$ cat src/rtl/pe_mac_sat.sv
// pe_mac_sat: systolic-array processing element.
// Operands move through the element with a one-cycle register stage (up->down, left->right).
// An operation starts on start_i. It then accumulates N signed products up_i*left_i into a
// wide accumulator. Each add either wraps or saturates. Overflow is reported on a sticky flag.
// The finished sum is presented on res_o with a one-cycle res_valid_o strobe.
module pe_mac_sat #(
    parameter  int DATA_WIDTH = 32,
    parameter  int ACC_WIDTH  = 64,
    parameter  int MAX_DIM    = 8,
    localparam int CNT_W      = $clog2(MAX_DIM + 1)
) (
    input  logic                  clk_i,
    input  logic                  rst_i,
    input  logic                  start_i,
    input  logic [CNT_W-1:0]      len_i,
    input  logic                  mode_i,
    input  logic                  sat_i,
    input  logic [ACC_WIDTH-1:0]  c_i,
    input  logic                  valid_i,
    input  logic [DATA_WIDTH-1:0] up_i,
    input  logic [DATA_WIDTH-1:0] left_i,
    output logic [DATA_WIDTH-1:0] down_o,
    output logic [DATA_WIDTH-1:0] right_o,
    output logic                  valid_o,
    output logic [ACC_WIDTH-1:0]  res_o,
    output logic                  res_valid_o,
    output logic                  overflow_o,
    output logic                  busy_o
);

    localparam int PROD_W = 2 * DATA_WIDTH;

    // Clamp limits of the signed accumulator.
    localparam logic [ACC_WIDTH-1:0] ACC_MAX   = {1'b0, {(ACC_WIDTH-1){1'b1}}};
    localparam logic [ACC_WIDTH-1:0] ACC_MIN   = {1'b1, {(ACC_WIDTH-1){1'b0}}};
    localparam logic [CNT_W-1:0]     MAX_LEN_C = CNT_W'(MAX_DIM);

    typedef enum logic [1:0] {
        ST_IDLE = 2'd0,
        ST_ACC  = 2'd1,
        ST_DONE = 2'd2
    } state_t;

    // Signed add with overflow detect. Returns {overflow, result}.
    // The two operands having equal signs and the sum having a different sign means overflow.
    // With saturation enabled, the result is pinned in the direction the operands pointed.
    function automatic logic [ACC_WIDTH:0] add_sat(
        input logic [ACC_WIDTH-1:0] a,
        input logic [ACC_WIDTH-1:0] b,
        input logic                 sat
    );
        logic [ACC_WIDTH-1:0] sum;
        logic                 ovf;
        sum = a + b;
        ovf = (a[ACC_WIDTH-1] == b[ACC_WIDTH-1]) && (sum[ACC_WIDTH-1] != a[ACC_WIDTH-1]);
        if (ovf && sat) begin
            if (a[ACC_WIDTH-1]) begin
                sum = ACC_MIN;
            end else begin
                sum = ACC_MAX;
            end
        end else begin
            sum = sum;
        end
        return {ovf, sum};
    endfunction

    // A zero length or an out-of-range length means a full MAX_DIM-long operation.
    function automatic logic [CNT_W-1:0] eff_len(input logic [CNT_W-1:0] len);
        logic [CNT_W-1:0] r;
        if ((len == {CNT_W{1'b0}}) || (len > MAX_LEN_C)) begin
            r = MAX_LEN_C;
        end else begin
            r = len;
        end
        return r;
    endfunction

    state_t                       state_r;
    logic [ACC_WIDTH-1:0]         acc_r;
    logic [CNT_W-1:0]             count_r;
    logic [CNT_W-1:0]             len_r;
    logic                         sat_r;

    logic signed [PROD_W-1:0]     up_ext_s;
    logic signed [PROD_W-1:0]     left_ext_s;
    logic signed [PROD_W-1:0]     prod_s;
    logic signed [ACC_WIDTH-1:0]  prod_ext_s;
    logic [ACC_WIDTH-1:0]         acc_next_s;
    logic                         ovf_s;
    logic [CNT_W-1:0]             count_next_s;
    logic                         last_s;
    logic                         launch_s;

    // Product and accumulate datapath. The product is formed at full 2*DATA_WIDTH precision and
    // then sign-extended before the add.
    always_comb begin
        up_ext_s      = PROD_W'($signed(up_i));
        left_ext_s    = PROD_W'($signed(left_i));
        prod_s        = up_ext_s * left_ext_s;
        prod_ext_s    = ACC_WIDTH'(prod_s);
        {ovf_s, acc_next_s} = add_sat(acc_r, prod_ext_s, sat_r);
        count_next_s  = count_r + CNT_W'(1);
        last_s        = (count_next_s == len_r);
        launch_s      = start_i && ((state_r == ST_IDLE) || (state_r == ST_DONE));
    end

    // Operand pass-through to the neighbouring elements. It runs every cycle, whatever the FSM state.
    always_ff @(posedge clk_i) begin
        if (rst_i) begin
            down_o  <= {DATA_WIDTH{1'b0}};
            right_o <= {DATA_WIDTH{1'b0}};
            valid_o <= 1'b0;
        end else begin
            down_o  <= up_i;
            right_o <= left_i;
            valid_o <= valid_i;
        end
    end

    // Operation control: launch, accumulate on valid operands, publish the result, and return to idle.
    always_ff @(posedge clk_i) begin
        if (rst_i) begin
            state_r     <= ST_IDLE;
            acc_r       <= {ACC_WIDTH{1'b0}};
            count_r     <= {CNT_W{1'b0}};
            len_r       <= {CNT_W{1'b0}};
            sat_r       <= 1'b0;
            res_o       <= {ACC_WIDTH{1'b0}};
            res_valid_o <= 1'b0;
            overflow_o  <= 1'b0;
            busy_o      <= 1'b0;
        end else if (launch_s) begin
            // The mode only selects the starting bias, so it is not kept past this edge.
            state_r     <= ST_ACC;
            acc_r       <= mode_i ? c_i : {ACC_WIDTH{1'b0}};
            count_r     <= {CNT_W{1'b0}};
            len_r       <= eff_len(len_i);
            sat_r       <= sat_i;
            res_valid_o <= 1'b0;
            overflow_o  <= 1'b0;
            busy_o      <= 1'b1;
        end else begin
            res_valid_o <= 1'b0;
            case (state_r)
                ST_IDLE: begin
                    state_r <= ST_IDLE;
                    busy_o  <= 1'b0;
                end
                ST_ACC: begin
                    // A cycle without valid_i is a stall. Nothing moves and there is no timeout.
                    if (valid_i) begin
                        acc_r      <= acc_next_s;
                        count_r    <= count_next_s;
                        overflow_o <= overflow_o | ovf_s;
                        if (last_s) begin
                            state_r     <= ST_DONE;
                            res_o       <= acc_next_s;
                            res_valid_o <= 1'b1;
                            busy_o      <= 1'b0;
                        end else begin
                            state_r <= ST_ACC;
                            busy_o  <= 1'b1;
                        end
                    end else begin
                        state_r <= ST_ACC;
                        busy_o  <= 1'b1;
                    end
                end
                ST_DONE: begin
                    state_r <= ST_IDLE;
                    busy_o  <= 1'b0;
                end
                default: begin
                    state_r <= ST_IDLE;
                    busy_o  <= 1'b0;
                end
            endcase
        end
    end

endmodule

$ cat config.mk
export PLATFORM = sky130hd
export DESIGN_NAME = pe_mac_sat
export DESIGN_NICKNAME = d
export VERILOG_FILES = /design/src/rtl/pe_mac_sat.sv
export SDC_FILE = /design/constraint.sdc
export NUM_CORES = 2
export LEC_CHECK = 0
export BUFFER_PORTS_ARGS = -buffer_cell sky130_fd_sc_hd__buf_2
export CAP_MARGIN = 10
export CORE_MARGIN = 2
export CORE_UTILIZATION = 65
export CTS_BUF_LIST = sky130_fd_sc_hd__clkbuf_2 sky130_fd_sc_hd__clkbuf_4 sky130_fd_sc_hd__clkbuf_8
export DETAILED_ROUTE_END_ITERATION = 10
export GPL_TIMING_DRIVEN = 0
export HOLD_SLACK_MARGIN = 0.1
export PLACE_DENSITY = 0.84
export SLEW_MARGIN = 20
export SYNTH_ARGS = -nofsm -noshare
export SYNTH_HDL_FRONTEND = slang
export SYNTH_SLANG_ARGS = --single-unit
$ cat constraint.sdc
create_clock -name clk_i -period 13.3 [get_ports clk_i]
set_input_delay 0.665 -clock clk_i [delete_from_list [all_inputs] [get_ports clk_i]]
set_output_delay 0.665 -clock clk_i [all_outputs]
set_load 0.005 [all_outputs]
==> run summary <==
die area - 0.0748 mm2
Hold Worst Slack - 0.251 ns
I/O pins - 270
Setup CP Type - primary input to flip-flop
RSZ-0062 raised after global routing - false
synthesis warning total - 0
Slew Viols, Final - 0
post-CTS resize count - 0
CTS tree - built
setup repair bufs after CTS - 0
Core Box Area - 0.0717 mm2
die height - 273 um
syn nets - 6665
global placement routability congestion - 1.05
Root Buffer - clkbuf_8
gr usage total - 0.442
Least-Margin Pin Slew - 1.20 ns
synth top area cells - fa_1 (46%), dfxtp_1 (8.7%), inv_1 (7.7%), ha_1 (6.6%), and2_1 (6.5%)
largest net degree at the start of global routing - 23
clk sink count - 205
Final Cycle Share - 0.964
crit end category - flip-flop
post-synthesis instance total - 5196
worst-case clock buffer depth - 3
Avg Inst Size Synth - 9.08 um2
Core Util, Final - 0.705
Synth cell types - 80
max incr delay on CP - 0.80 ns
status - completed
WL/cell - 24.7 um
DRT Wirelength - 160000 um
sequential element share of the synthesized area - 0.0870
layout cells sized above 1 - 0.0707
slowest stage cell on the critical path - clkbuf_1
final setup vio count - 0
via count - 39600
post-synth top area cell - fa_1
global-route wire length before repair - 242000 um
Clock Skews - 0.0695 ns
cell area after synthesis - 0.0472 mm2
post-route ant nets - 0
chip width - 273 um
post-synth top area share - 0.459
Rows - 98
fmax - 0.0780 GHz
Reg clk slew, reported paths - 0.06 ns
worst-path maximum fanout - 10
Starting Density - 0.658
WP data required - 13.78 ns
Post-DP HPWL - 136000 um
hold crit path type - primary input to flip-flop
cts hold-fix bufs - 0
Synth Flop Type - dfxtp_1
fin crit period - 12.82 ns
Setup crit start kind - primary input
asr flop ratio synth - 0
Iter 0 DRT Violations - 4394
max-cap violations - 0
EDFF count, synth - 0
Residual DRC - 0
area grow syn2layout - 7.17%
Max-slew headroom - 0.198
FF+latch count, synth - 205
family with the most delay on the worst path - adder cells
Post-layout nets - 6971
vias per std cell - 6.09
number of buffers and inverters on the critical path - 7
drt pass-1 iters - 8
vias in the first global route - 40300
PortBufs - 267
antenna violations before repair - 13
worst skew pair latency - 0.65 ns
grt ovf - 0
CTS Buf Count - 37
CP Data Arrival Time - 13.30 ns
Hold Vio Cnt, Final - 0
most frequent cell on the critical path - fa_1
# H-tree levels - 2
==> layout make-up <==
class                      instances  area (um2)
tap                              950        1190
clock buffer                      57         716
inverter                         965        3620
fill                            5641       21200
buffer                           310        1210
sequential                       205        4100
antenna                           12        30.0
timing repair buffer             267        1340
multi-input combinational       3716       38300
clock inverter                     9        95.1
==> cell usage in the layout (no fill, tap or decap), drive strengths merged, types with 51 or more instances in the layout <==
cell type | Yosys | final
a211oi | 70 | 70
a21oi | 203 | 203
buf | 17 | 284
fa | 1083 | 1083
ha | 248 | 248
a21o | 73 | 73
dfxtp | 205 | 205
and2 | 489 | 489
o21ai | 82 | 82
nor2b | 84 | 84
nand2 | 670 | 670
a2111oi | 54 | 54
nor2 | 163 | 163
xor2 | 51 | 51
inv | 965 | 967
nor3 | 71 | 71
clkbuf | 293 | 350
xnor2 | 85 | 85
==> worst reg2reg max path: cells and delay by family, from the launching register on <==
kind                     cells  cell delay, ns
adder cells (fa/ha/maj)      1            0.39
flip-flops                   1            0.32
AO/OA/AOI/OAI                6            1.77
buffers and inverters        1            0.31
AND/OR/NAND/NOR              4            1.78
==> routing by layer <==
metal / vias to the layer above / wire length, um / global-route usage
met3: 708 / 20700 / 0.137
met5: - / 86 / 0
met1: 19700 / 56600 / 0.561
met2: 2664 / 69500 / 0.657
li1: 16500 / - / -
met4: 10 / 13500 / 0.292
==> path summary, 6_finish.rpt <==
path | cells past startpoint | end | startpoint | slack, ns
setup / recovery | 35 | acc_r[11] | up_i[15] | 0.48
hold / removal | 3 | sat_r | sat_i | 0.25
setup reg to reg | 12 | acc_r[11] | acc_r[2] | 8.62
hold reg to reg | 2 | count_r[1] | count_r[1] | 0.48
==> synth_stat cells, drive strengths merged (4+ instances only) <==
master	number
xor2	51
inv	965
a22oi	9
nand2	670
ha	248
or2	7
nor3	71
xnor2	85
o21bai	19
nor2	163
or3	4
o31a	6
a221oi	5
o211ai	11
a21boi	5
nand4	30
a21o	73
dfxtp	205
a41o	5
a2111oi	54
buf	17
and3	12
a211oi	70
a31oi	23
o21ai	82
nand2b	26
nor2b	84
and2	489
a21oi	203
nand3	25
nor4	5
o211a	4
o31ai	11
o21a	23
nand3b	7
fa	1083
clkbuf	293
a211o	11
==> through the flow <==
step                      instance area (um2)  setup WS [ns]  TNS (ns)  std cells
after floorplan                         47200           2.69         0       5196
after global placement                  49700         0.0551         0       6413
after CTS                               50500          0.593         0       6479
final                                   50600          0.483         0       6491
after global routing                    50600         0.0419         0       6480
after detailed placement                49700        -0.0139   -0.0202       6413
==> sequential cells by signal, summed over array words and instances (netlist names) <==
register and count:
right_o 32, busy_o 1, sat_r 1, valid_o 1, count_r 4, down_o 32, len_r 4, acc_r 64
res_o 64, res_valid_o 1, overflow_o 1
==> cell families (layout without fill, tap and decap cells) <==
family	Yosys count	count (layout)	synth area share
AO/OA/AOI/OAI	642	642	0.0926
XOR/XNOR	136	136	0.0252
other	0	12	0
buffers and inverters	1275	1608	0.102
AND/OR/NAND/NOR	1605	1605	0.167
multiplexers	2	2	0.000504
flip-flops	205	205	0.0870
adder cells (fa/ha/maj)	1331	1331	0.525
Power is left out: the tool's default activity adds up to more than one toggle a clock period on the data nets, which glitch-free logic cannot reach.
